--- src/rtl/dmem_arb_pkg.sv ---
// Shared types and default widths for the data-RAM arbiter.
package dmem_arb_pkg;

    typedef enum logic [1:0] {
        IDLE,
        ACCESS,
        RD_WAIT
    } state_t;

    typedef enum logic {
        OWN_CPU,
        OWN_DBG
    } owner_t;

    localparam int unsigned ADDR_W_DEF = 8;
    localparam int unsigned DATA_W_DEF = 16;

endpackage

--- src/rtl/dmem_arb_pick.sv ---
// Winner selection between CPU and DBG requests.
// DMEM_ARB_RR_EN: round-robin on ties; otherwise fixed CPU priority.
module dmem_arb_pick
    import dmem_arb_pkg::*;
(
    input  logic   cpu_req,
    input  logic   dbg_req,
    input  owner_t last_owner,
    output owner_t winner,
    output logic   any_req
);

    always_comb begin
        any_req = cpu_req | dbg_req;
        // With no request the winner is never used; last_owner is a harmless fallback.
        winner  = cpu_req ? OWN_CPU : (dbg_req ? OWN_DBG : last_owner);
`ifdef DMEM_ARB_RR_EN
        if (cpu_req && dbg_req) begin
            winner = (last_owner == OWN_CPU) ? OWN_DBG : OWN_CPU;
        end
`endif
    end

endmodule

--- src/rtl/dmem_arbiter.sv ---
// Single-port data RAM arbiter between the CPU load/store path and the debug/loader port.
// Build option DMEM_ARB_RR_EN selects round-robin tie-breaking in dmem_arb_pick.
module dmem_arbiter
    import dmem_arb_pkg::*;
#(
    parameter int unsigned ADDR_W = ADDR_W_DEF,
    parameter int unsigned DATA_W = DATA_W_DEF,
    parameter int unsigned RD_LAT = 1
) (
    input  logic              clock,
    input  logic              reset,
    input  logic              cpu_req,
    input  logic              cpu_we,
    input  logic [ADDR_W-1:0] cpu_addr,
    input  logic [DATA_W-1:0] cpu_wdata,
    output logic              cpu_gnt,
    output logic              cpu_rvalid,
    output logic [DATA_W-1:0] cpu_rdata,
    input  logic              dbg_req,
    input  logic              dbg_we,
    input  logic [ADDR_W-1:0] dbg_addr,
    input  logic [DATA_W-1:0] dbg_wdata,
    output logic              dbg_gnt,
    output logic              dbg_rvalid,
    output logic [DATA_W-1:0] dbg_rdata,
    output logic [ADDR_W-1:0] ram_addr,
    output logic [DATA_W-1:0] ram_wdata,
    output logic              ram_we,
    input  logic [DATA_W-1:0] ram_rdata,
    output logic              busy
);

    localparam logic [1:0] LAT_INIT = 2'(RD_LAT - 1);

    state_t     state;
    owner_t     owner;
    owner_t     lastOwner;
    owner_t     winner;
    logic       anyReq;
    logic [1:0] latCnt;

    dmem_arb_pick u_pick (
        .cpu_req    (cpu_req),
        .dbg_req    (dbg_req),
        .last_owner (lastOwner),
        .winner     (winner),
        .any_req    (anyReq)
    );

    assign busy = (state != IDLE);

    // ram_addr/ram_wdata double as the captured request registers, and ram_we
    // holds the captured direction during ACCESS.
    always_ff @(posedge clock) begin
        if (!reset) begin
            state      <= IDLE;
            owner      <= OWN_DBG;
            lastOwner  <= OWN_DBG;
            latCnt     <= '0;
            cpu_gnt    <= 1'b0;
            dbg_gnt    <= 1'b0;
            cpu_rvalid <= 1'b0;
            dbg_rvalid <= 1'b0;
            cpu_rdata  <= '0;
            dbg_rdata  <= '0;
            ram_addr   <= '0;
            ram_wdata  <= '0;
            ram_we     <= 1'b0;
        end else begin
            cpu_gnt    <= 1'b0;
            dbg_gnt    <= 1'b0;
            cpu_rvalid <= 1'b0;
            dbg_rvalid <= 1'b0;
            ram_we     <= 1'b0;
            case (state)
                IDLE: begin
                    if (anyReq) begin
                        owner     <= winner;
                        lastOwner <= winner;
                        state     <= ACCESS;
                        if (winner == OWN_CPU) begin
                            ram_addr  <= cpu_addr;
                            ram_wdata <= cpu_wdata;
                            ram_we    <= cpu_we;
                            cpu_gnt   <= 1'b1;
                        end else begin
                            ram_addr  <= dbg_addr;
                            ram_wdata <= dbg_wdata;
                            ram_we    <= dbg_we;
                            dbg_gnt   <= 1'b1;
                        end
                    end
                end
                ACCESS: begin
                    if (ram_we) begin
                        state <= IDLE;
                    end else begin
                        latCnt <= LAT_INIT;
                        state  <= RD_WAIT;
                    end
                end
                RD_WAIT: begin
                    if (latCnt != 2'd0) begin
                        latCnt <= latCnt - 2'd1;
                    end else begin
                        state <= IDLE;
                        if (owner == OWN_CPU) begin
                            cpu_rdata  <= ram_rdata;
                            cpu_rvalid <= 1'b1;
                        end else begin
                            dbg_rdata  <= ram_rdata;
                            dbg_rvalid <= 1'b1;
                        end
                    end
                end
                default: state <= IDLE;
            endcase
        end
    end

endmodule

--- config.mk ---
export PLATFORM = sky130hd
export DESIGN_NAME = dmem_arbiter
export DESIGN_NICKNAME = d
export VERILOG_FILES = /design/src/rtl/dmem_arb_pkg.sv /design/src/rtl/dmem_arb_pick.sv /design/src/rtl/dmem_arbiter.sv
export SDC_FILE = /design/constraint.sdc
export NUM_CORES = 1
export LEC_CHECK = 0
export BUFFER_PORTS_ARGS = -buffer_cell sky130_fd_sc_hd__buf_2
export CAP_MARGIN = 30
export CORE_MARGIN = 10
export CORE_UTILIZATION = 30
export DETAILED_ROUTE_END_ITERATION = 10
export GPL_ROUTABILITY_DRIVEN = 0
export PLACE_DENSITY = 0.63
export SYNTH_ARGS = -nofsm -noshare
export SYNTH_HDL_FRONTEND = slang
export SYNTH_SLANG_ARGS = --single-unit
--- constraint.sdc ---
create_clock -name clock -period 2.7 [get_ports clock]
set_input_delay 0 -clock clock [delete_from_list [all_inputs] [get_ports clock]]
set_output_delay 0 -clock clock [all_outputs]
set_load 0.02 [all_outputs]
==> results of run 1 <==
==> registers in the layout (all words and copies together) (netlist names) <==
signal      flops
cpu_rdata      16
dbg_gnt         1
ram_wdata      16
cpu_gnt         1
latCnt          2
dbg_rvalid      1
dbg_rdata      16
state           2
ram_we          1
cpu_rvalid      1
lastOwner       1
ram_addr        8
==> where the power goes <==
group          internal (uW)  total, uW  switching [uW]  leakage, uW
clock network            354        722             369    0.0000851
registers               1030       1070            34.7     0.000540
logic                    182        417             235      0.00110
total                   1570       2210             639      0.00172
==> repair_timing <==
item,in CTS,in global routing
hold endpoints to repair,33,0
setup endpoints to repair,0,0
hold buffers,18,0
resized for setup,0,0
==> layout by cell type, fill, tap and decap left out <==
cell type      instances
inv_2                  1
nand4b_1               1
inv_1                  9
nor3b_1                1
nand2b_1              20
nor4bb_1               1
a2bb2oi_1              6
clkinvlp_4             2
mux2i_1                2
nand4bb_1              1
nor2_8                 1
buf_4                  4
o21bai_1               1
dlygate4sd3_1         18
clkbuf_8              10
clkinv_2               3
nor2_4                 1
clkbuf_1               1
nand3_1               32
buf_2                131
dfxtp_1               66
o21ai_0               33
or2_1                  1
nor3_4                 1
o221a_2               24
nor2_1                 6
nor3_1                 1
o31a_1                18
nor4_1                 2
and2b_1                1
o311ai_1               1
ha_1                   1
nand2_1               18
a21oi_1                3
==> per-layer routing <==
metal | track usage | vias to the layer above
met5 | 0 | -
met4 | 0.0470 | 0
met3 | 0.0719 | 10
met2 | 0.173 | 125
met1 | 0.148 | 1164
li1 | - | 1300
==> worst max-delay path by stage <==
stage / cells after the start / end / from / slack [ps]
finish: 3 / busy / state[1]$_SDFFE_PN0P_ / 850
global route: 3 / busy / state[1]$_SDFFE_PN0P_ / 720
CTS: 3 / busy / state[1]$_SDFFE_PN0P_ / 830
detailed placement: 3 / ram_wdata[1]$_SDFFE_PN0P_ / state[1]$_SDFFE_PN0P_ / 1130
global placement: 3 / ram_addr[0]$_SDFFE_PN0P_ / state[1]$_SDFFE_PN0P_ / 1210
floorplan: 6 / cpu_rdata[0]$_SDFFE_PN0P_ / latCnt[0]$_SDFFE_PN0P_ / 1390
==> final cells by class <==
type                            instances  area, um^2
Sequential cell                        66        1320
Fill cell                             855        5030
Inverter                               10        37.5
Clock inverter                          5        30.0
Clock buffer                           11         141
Tap cell                              108         135
Multi-Input combinational cell        177        1200
Timing Repair Buffer                  153         866
==> logic make-up after synthesis <==
kind of cell	Yosys count	share of synthesized area
simple gates	88	0.181
compound gates	86	0.250
flops	66	0.488
buf+inv	38	0.0692
mux	2	0.00739
fa+ha+maj	1	0.00462
==> stage by stage <==
| step | setup WS, ps | power (uW) |
|---|---|---|
| after floorplan | 1390 | 1350 |
| after global placement | 1210 | 1480 |
| after detailed placement | 1130 | 1490 |
| after CTS | 829 | 2240 |
| after global routing | 723 | 2320 |
| final | 849 | 2210 |
==> worst min-delay path, stage by stage <==
cell and delay (ps):
buf_2 150, nor2_4 80, nor3_4 120
==> flow_summary.toml, run 1 <==
[timing]
grt_setup_unrepaired = "no"
hold_ws_ps = 62.0
drv_slew = 0
fin_crit_sh = 0.686
max_freq_mhz = 540
skew_ps = 11.3
worst_slew_pin_slew_ps = 836
layout_min_cycle_time_ps = 1850
slew_headroom = 0.442
hold_viol_final = 0
setup_viol = 0
finalSetupTns_ps = 0

[clocking]
cts_root_buf = "clkbuf_8"
cts_buffers = 9
cts_setup_buffers = 0
htreeDepth = 3
insertion_delay_ps = 330
path_clk_slew_ps = 70
clock_path_buffers = 2
clock_sinks = 66
cts_tree = "built"

[setup_path]
end_kind = "output port"
path_class = "reg -> out"
worst-path-buf-inv = 2
r2r_setup_slack_ps = 1110
critPathLaunchType = "flip-flop"
cpPeakStageDelay_ps = 480
cpMaxStageDelayCell = "or2_1"
critical_path.top_delay_family = "buffers and inverters"
crit-reg2reg-launch = "state[1]$_SDFFE_PN0P_"
path_cells = "or2_1, buf_4, buf_2"
required_ps = 2700
crit_arrival_ps = 1850
worstPathMaxFanout = 22
reg2reg_depth = 3
r2r_end = "ram_addr[4]$_SDFFE_PN0P_"

[placement]
dp_cells = 496
port_buffers = 131
hpwl_um = 6010
dpl_cell_area_um2 = 3380

[die]
start_util = 0.309
die_w_um = 115
core_region_area_um2 = 8760
die-height_um = 115
num_rows = 34
die_area_um2 = 13200
io_pins = 132

[cells_and_area]
area_growth_syn_to_layout_pct = 37.7
finalInstanceArea_um2 = 3730
final_cells = 530
drive_gt1_frac = 0.422
antennaDiodeCount = 0
utilization = 0.426
fin_nets = 488

[synth]
netlist_area_um2 = 2710
synth_commonest_cells = "dfxtp_1, o21ai_0, nand3_1, o221a_2, nand2b_1"
netlist.area_leader.share = 0.488
ys_ff_latch = 66
avgSynthCellArea_um2 = 9.64
seq_area_frac_synth = 0.488
synthDistinctLibCells = 31
syn_inst = 281
async_flop_share = 0
yosys-top-cells-area = "dfxtp_1, o221a_2, o21ai_0, nand3_1, o31a_1"
syn-num-nets = 352
yosysTopAreaCell = "dfxtp_1"
synth_most_common_cell = "dfxtp_1"
ys.flop_type = "dfxtp_1"
synth_edf_count = 0
ys_warn_count = 0

[route]
avgViaCountPerCell = 4.90
post_drt_wl_per_cell_um = 15.8
wl_met3_um = 1240
wl_met1_um = 3740
drt_iter0_drc = 107
routed-wl-met2_um = 3280
vias = 2599
drt-total-wl_um = 8370
drt_first_pass_iters = 5
route.detailed.drc = 0
ant_nets = 0
top_layer_used = "met4"

[power_and_ir_drop]
p_leak_uw = 0.00172
p_per_area_nw_per_um2 = 592
max-vdd-ir-drop_mv = 0.245

[outcome]
status = "finished clean"

[grt]
grt_pass1_wl_um = 13400
grt_max_degree = 49
grt_pass1_vias = 2695
grt_usage = 0.122
globalRouteOverflowTotal = 0
antenna_found_initial = 0

[flow_run]
drv_cap = 0

[min_path]
hold_end = "state[0]$_SDFFE_PN0P_"
holdPathStages = 3
min_path_type = "in -> reg"
min_from = "dbg_req"
(Power assumes the default switching activity.)
==> run 2: changes to the inputs <==
--- a/config.mk
+++ b/config.mk
@@ -11,7 +11,7 @@
 export CORE_UTILIZATION = 30
 export DETAILED_ROUTE_END_ITERATION = 10
 export GPL_ROUTABILITY_DRIVEN = 0
-export PLACE_DENSITY = 0.63
+export PLACE_DENSITY = 0.65
 export SYNTH_ARGS = -nofsm -noshare
 export SYNTH_HDL_FRONTEND = slang
 export SYNTH_SLANG_ARGS = --single-unit
==> constraint.sdc (replaced) <==
create_clock -name clock -period 1.7 [get_ports clock]
set_input_delay 0 -clock clock [delete_from_list [all_inputs] [get_ports clock]]
set_output_delay 0 -clock clock [all_outputs]
set_load 0.02 [all_outputs]
==> run 2 against run 1 <==
  * Clock-buffer cell count is 2 lower
  * Core utilization rose by 0.61 points
  * Via count fell by 1.2%
  * Highest routed layer unchanged
==> flow_summary.toml, run 2 (same netlist as run 1, synthesis figures left out) <==
[timing]
hold_viol_final = 0
worst_slew_pin_slew_ps = 455
finalSetupTns_ps = 0
fin_crit_sh = 0.905
layout_min_cycle_time_ps = 1540
grt_setup_unrepaired = "no"
max_freq_mhz = 650
slew_headroom = 0.697
drv_slew = 0
setup_viol = 0
hold_ws_ps = 65.1
setup_slack_ps = 162
skew_ps = 8.37

[die]
start_util = 0.309
die_area_um2 = 13200
io_pins = 132
core_region_area_um2 = 8760
num_rows = 34
die_w_um = 115
die-height_um = 115

[cells_and_area]
reg_top3 = "cpu_rdata x16, dbg_rdata x16, ram_wdata x16"
drive_gt1_frac = 0.429
layout_common_cells = "buf_2, dfxtp_1, o21ai_0"
final_cells = 532
area_growth_syn_to_layout_pct = 39.7
num-fill-cells = 852
antennaDiodeCount = 0
fin_nets = 491
layout_commonest_cell = "buf_2"

[route]
post_drt_wl_per_cell_um = 15.4
drt-total-wl_um = 8200
ant_nets = 0
wl_met1_um = 3630
route.detailed.drc = 0
drt_iter0_drc = 119
routed-wl-met2_um = 3210
vias = 2569
avgViaCountPerCell = 4.83
top_layer_used = "met4"
drt_first_pass_iters = 4
wl_met3_um = 1260

[clocking]
htreeDepth = 3
insertion_delay_ps = 330
clock_path_buffers = 2
path_clk_slew_ps = 70
cts_tree = "built"
clock_sinks = 66
cts_buffers = 9
cts_root_buf = "clkbuf_8"

[setup_path]
reg2reg_depth = 4
end_kind = "flip-flop"
crit_arrival_ps = 1770
required_ps = 1930
cpPeakStageDelay_ps = 550
critPathLaunchType = "flip-flop"
worst-path-buf-inv = 1
critical_path.top_delay_family = "buffers and inverters"
path_class = "reg -> reg"
worstPathMaxFanout = 4
path_cells = "o21bai_1, mux2i_1, dlygate4sd3_1, and2b_1"
cpMaxStageDelayCell = "dlygate4sd3_1"
cp.depth = 4

[power_and_ir_drop]
p_leak_uw = 0.00175
power_frac_seq = 0.490
power.switching_uw = 1000
p_per_area_nw_per_um2 = 913
clkPwrFrac = 0.314
power.internal_uw = 2460
max-vdd-ir-drop_mv = 0.401
power_uw = 3460
combPwrFrac = 0.196
swShare = 0.289

[placement]
port_buffers = 131
hpwl_um = 5990
dp_cells = 499
place_ws_ps = 279

[grt]
grt_pass1_vias = 2619
grt_max_degree = 44
grt_usage = 0.125
grt_pass1_wl_um = 13500
antenna_found_initial = 0
globalRouteOverflowTotal = 0

[outcome]
status = "finished clean"

[flow_run]
drv_cap = 0

[min_path]
holdPathStages = 3
min_path_type = "in -> reg"
[run 2: cell types whose count changed in the layout (fill, tap and decap cells not counted), sizes merged]
cell / previous run / this run
buf: 135 / 138
clkbuf: 11 / 9
clkinv: 3 / 4
[run 2: final timing paths]
path                                                   end  slack, ps                  startpoint
worst min register to register  cpu_rdata[12]$_SDFFE_PN0P_        470  cpu_rdata[12]$_SDFFE_PN0P_
worst min-delay path                 state[0]$_SDFFE_PN0P_         70                     dbg_req
worst max-delay path                     ram_we$_SDFF_PN0_        160      lastOwner$_SDFFE_PN1P_
worst max register to register           ram_we$_SDFF_PN0_        160      lastOwner$_SDFFE_PN1P_
[run 2: power by group through the flow]
stage,Clock [uW],Combinational (uW),Sequential (uW)
after floorplan,0,317,1830
after global placement,0,636,1730
after detailed placement,0,646,1730
after CTS,1150,682,1690
after global routing,1210,750,1710
final,1080,679,1690
[run 2: what timing repair did]
| action | CTS | global route |
|---|---|---|
| hold buffers | 18 | 0 |
| hold endpoints to repair | 33 | 0 |
| setup endpoints to repair | 0 | 1 |
| resized for setup | 0 | 2 |
| buffers inserted | 0 | 0 |
[run 2: worst min-delay path, cell delays in order]
cell	delay [ps]
buf_2	150
nor2_4	80
nor3_4	120
[run 2: through the flow]
stage | instance area [um^2] | utilization
global placement | 3440 | 0.393
detailed placement | 3440 | 0.393
floorplan | 2710 | -
global route | 3790 | 0.432
CTS | 3780 | 0.431
finish | 3790 | 0.432
[run 2: area by class of cell]
class | count | area, um^2 | share of cell area
flip-flops and latches | 66 | 1320 | 0.349
multi-input cells | 177 | 1200 | 0.318
clock buffers | 9 | 124 | 0.0327
well taps | 108 | 135 | 0.0357
clock inverters | 6 | 35.0 | 0.00925
repair buffers | 156 | 930 | 0.246
inverters | 10 | 37.5 | 0.00991
[run 2: layer usage]
layer  up-vias  global-route usage
met5         -                   0
met4         0              0.0470
met3         9              0.0755
met2       129               0.169
met1      1129               0.157
li1       1302                   -
==> run 3: changes to the inputs <==
--- a/config.mk
+++ b/config.mk
@@ -14,4 +14,5 @@
 export PLACE_DENSITY = 0.65
 export SYNTH_ARGS = -nofsm -noshare
 export SYNTH_HDL_FRONTEND = slang
+export SYNTH_HIERARCHICAL = 1
 export SYNTH_SLANG_ARGS = --single-unit
==> run 3 against run 2 <==
  * Cell area rose by 1.3%
  * Register-to-register slack improved by 150 ps
  * Die area fell by 0.84%
  * Critical endpoint is now ram_wdata[6]$_SDFFE_PN0P_
  * Clock power rose by 29%
  * Critical path depth did not move
  * Sequential power barely moved
  * Clock-buffer cell count did not move
==> flow_summary.toml, run 3 <==
[outcome]
status = "finished clean"

[synth]
yosysTopAreaCell = "dfxtp_1"
netlist_area_um2 = 2680
syn_inst = 275
syn-num-nets = 346
synthDistinctLibCells = 28
netlist.area_leader.share = 0.493
seq_area_frac_synth = 0.493
ys_ff_latch = 66
synth_commonest_cells = "dfxtp_1, nand3_1, o21ai_0, nor2_1, mux2i_1"
avgSynthCellArea_um2 = 9.75
synth_edf_count = 0
synth_most_common_cell = "dfxtp_1"
ys.flop_type = "dfxtp_1"
ys_warn_count = 6
yosys-top-cells-area = "dfxtp_1, a211oi_2, mux2i_1, nand3_1, o21ai_0"
async_flop_share = 0

[timing]
finalSetupTns_ps = 0
max_freq_mhz = 720
worst_slew_pin_slew_ps = 443
grt_setup_unrepaired = "no"
skew_ps = 7.92
setup_viol = 0
layout_min_cycle_time_ps = 1390
slew_headroom = 0.704
hold_viol_final = 0
hold_ws_ps = 28.9
fin_crit_sh = 0.817
drv_slew = 0

[setup_path]
cpMaxStageDelayCell = "dfxtp_1"
critPathLaunchType = "flip-flop"
path_cells = "o21ba_2, buf_4, mux2i_1, a211oi_2"
required_ps = 1910
end_kind = "flip-flop"
crit_arrival_ps = 1600
cpPeakStageDelay_ps = 380
worstPathMaxFanout = 8
path_class = "reg -> reg"

[route]
route.detailed.drc = 0
drt-total-wl_um = 7930
drt_iter0_drc = 52
ant_nets = 0
avgViaCountPerCell = 4.64
drt_first_pass_iters = 4
vias = 2471
post_drt_wl_per_cell_um = 14.9

[min_path]
min_path_type = "in -> reg"

[clocking]
cts_tree = "built"
insertion_delay_ps = 330
clock_sinks = 66
cts_root_buf = "clkbuf_8"
path_clk_slew_ps = 70
cts_buffers = 9
htreeDepth = 3
clock_path_buffers = 2

[grt]
grt_max_degree = 41
globalRouteOverflowTotal = 0
grt_pass1_vias = 2562
antenna_found_initial = 0
grt_usage = 0.121
grt_pass1_wl_um = 13000

[placement]
hpwl_um = 5800
port_buffers = 131

[cells_and_area]
reg_top3 = "cpu_rdata x16, dbg_rdata x16, ram_wdata x16"
antennaDiodeCount = 0
drive_gt1_frac = 0.427
area_growth_syn_to_layout_pct = 43.0
fin_nets = 491
layout_common_cells = "buf_2, dfxtp_1, nand3_1, o21ai_0, nor2_1"
layout_commonest_cell = "buf_2"

[die]
die-height_um = 115
start_util = 0.308
num_rows = 34
die_area_um2 = 13100
die_w_um = 115
core_region_area_um2 = 8720
io_pins = 132

[power_and_ir_drop]
power_uw = 3810
p_per_area_nw_per_um2 = 994
p_leak_uw = 0.00180
max-vdd-ir-drop_mv = 0.452

[flow_run]
drv_cap = 0
## run 3: changes by cell type in the layout (fill, tap and decap cells not counted), moves of 5 or more
cell / before / now
o31a_1: 18 / 0
a211oi_2: 0 / 23
inv_1: 9 / 4
mux2i_1: 2 / 27
nand2b_1: 20 / 1
a2bb2oi_1: 6 / 0
nor2_1: 6 / 31
o221a_2: 24 / 0
## run 3: timing repair
| action | CTS | global route |
|---|---|---|
| hold buffers | 18 | 0 |
| buffers inserted | 0 | 0 |
| resized for setup | 0 | 0 |
| hold endpoints to repair | 33 | 0 |
## run 3: layout make-up
type / instances / area [um^2]
clock inverters: 6 / 82.6
inverters: 4 / 15.0
clock buffers: 9 / 124
repair buffers: 158 / 953
fillers: 842 / 4890
flip-flops and latches: 66 / 1320
multi-input cells: 181 / 1200
well taps: 108 / 135
## run 3: worst paths after layout
kind,startpoint,end,slack [ps],depth (start not counted)
hold / removal,cpu_wdata[7],ram_wdata[7]$_SDFFE_PN0P_,30,3
hold reg to reg,dbg_rdata[9]$_SDFFE_PN0P_,dbg_rdata[9]$_SDFFE_PN0P_,470,2
setup / recovery,lastOwner$_SDFFE_PN1P_,ram_wdata[6]$_SDFFE_PN0P_,310,4
setup reg to reg,lastOwner$_SDFFE_PN1P_,ram_wdata[6]$_SDFFE_PN0P_,310,4
## run 3: through the flow
step	std cells	area, um^2	util	setup WS, ps
finish	532	3830	0.440	311
floorplan	275	2680	-	351
CTS	532	3830	0.440	302
global placement	499	3450	0.395	359
detailed placement	499	3450	0.395	299
global route	532	3830	0.440	202
## run 3: where the power goes
| group | total (uW) | switching (uW) | internal [uW] |
|---|---|---|---|
| Combinational | 724 | 413 | 311 |
| Sequential | 1700 | 53.2 | 1640 |
| Clock | 1390 | 583 | 809 |
## run 3: kinds of logic after synthesis
| logic type | Yosys count | share of synthesized area |
|---|---|---|
| and+or+nand+nor | 93 | 0.164 |
| buffers and inverters | 28 | 0.0588 |
| DFF | 66 | 0.493 |
| AOI/OAI and AO/OA | 60 | 0.179 |
| muxes | 27 | 0.101 |
| adders and majority gates | 1 | 0.00466 |
## run 3: critical path: cells and delay by family (launching register included)
| kind | cells | cell delay [ps] |
|---|---|---|
| multiplexers | 1 | 230 |
| flip-flops | 1 | 380 |
| buffers and inverters | 1 | 240 |
| AO/OA/AOI/OAI | 2 | 420 |
## run 3: layer usage
| metal | wire [um] | vias up | track usage |
|---|---|---|---|
| met5 | 0 | - | 0 |
| met4 | 107 | 0 | 0.0476 |
| met3 | 1130 | 10 | 0.0734 |
| met2 | 3230 | 113 | 0.179 |
| met1 | 3450 | 1098 | 0.138 |
| li1 | - | 1250 | - |
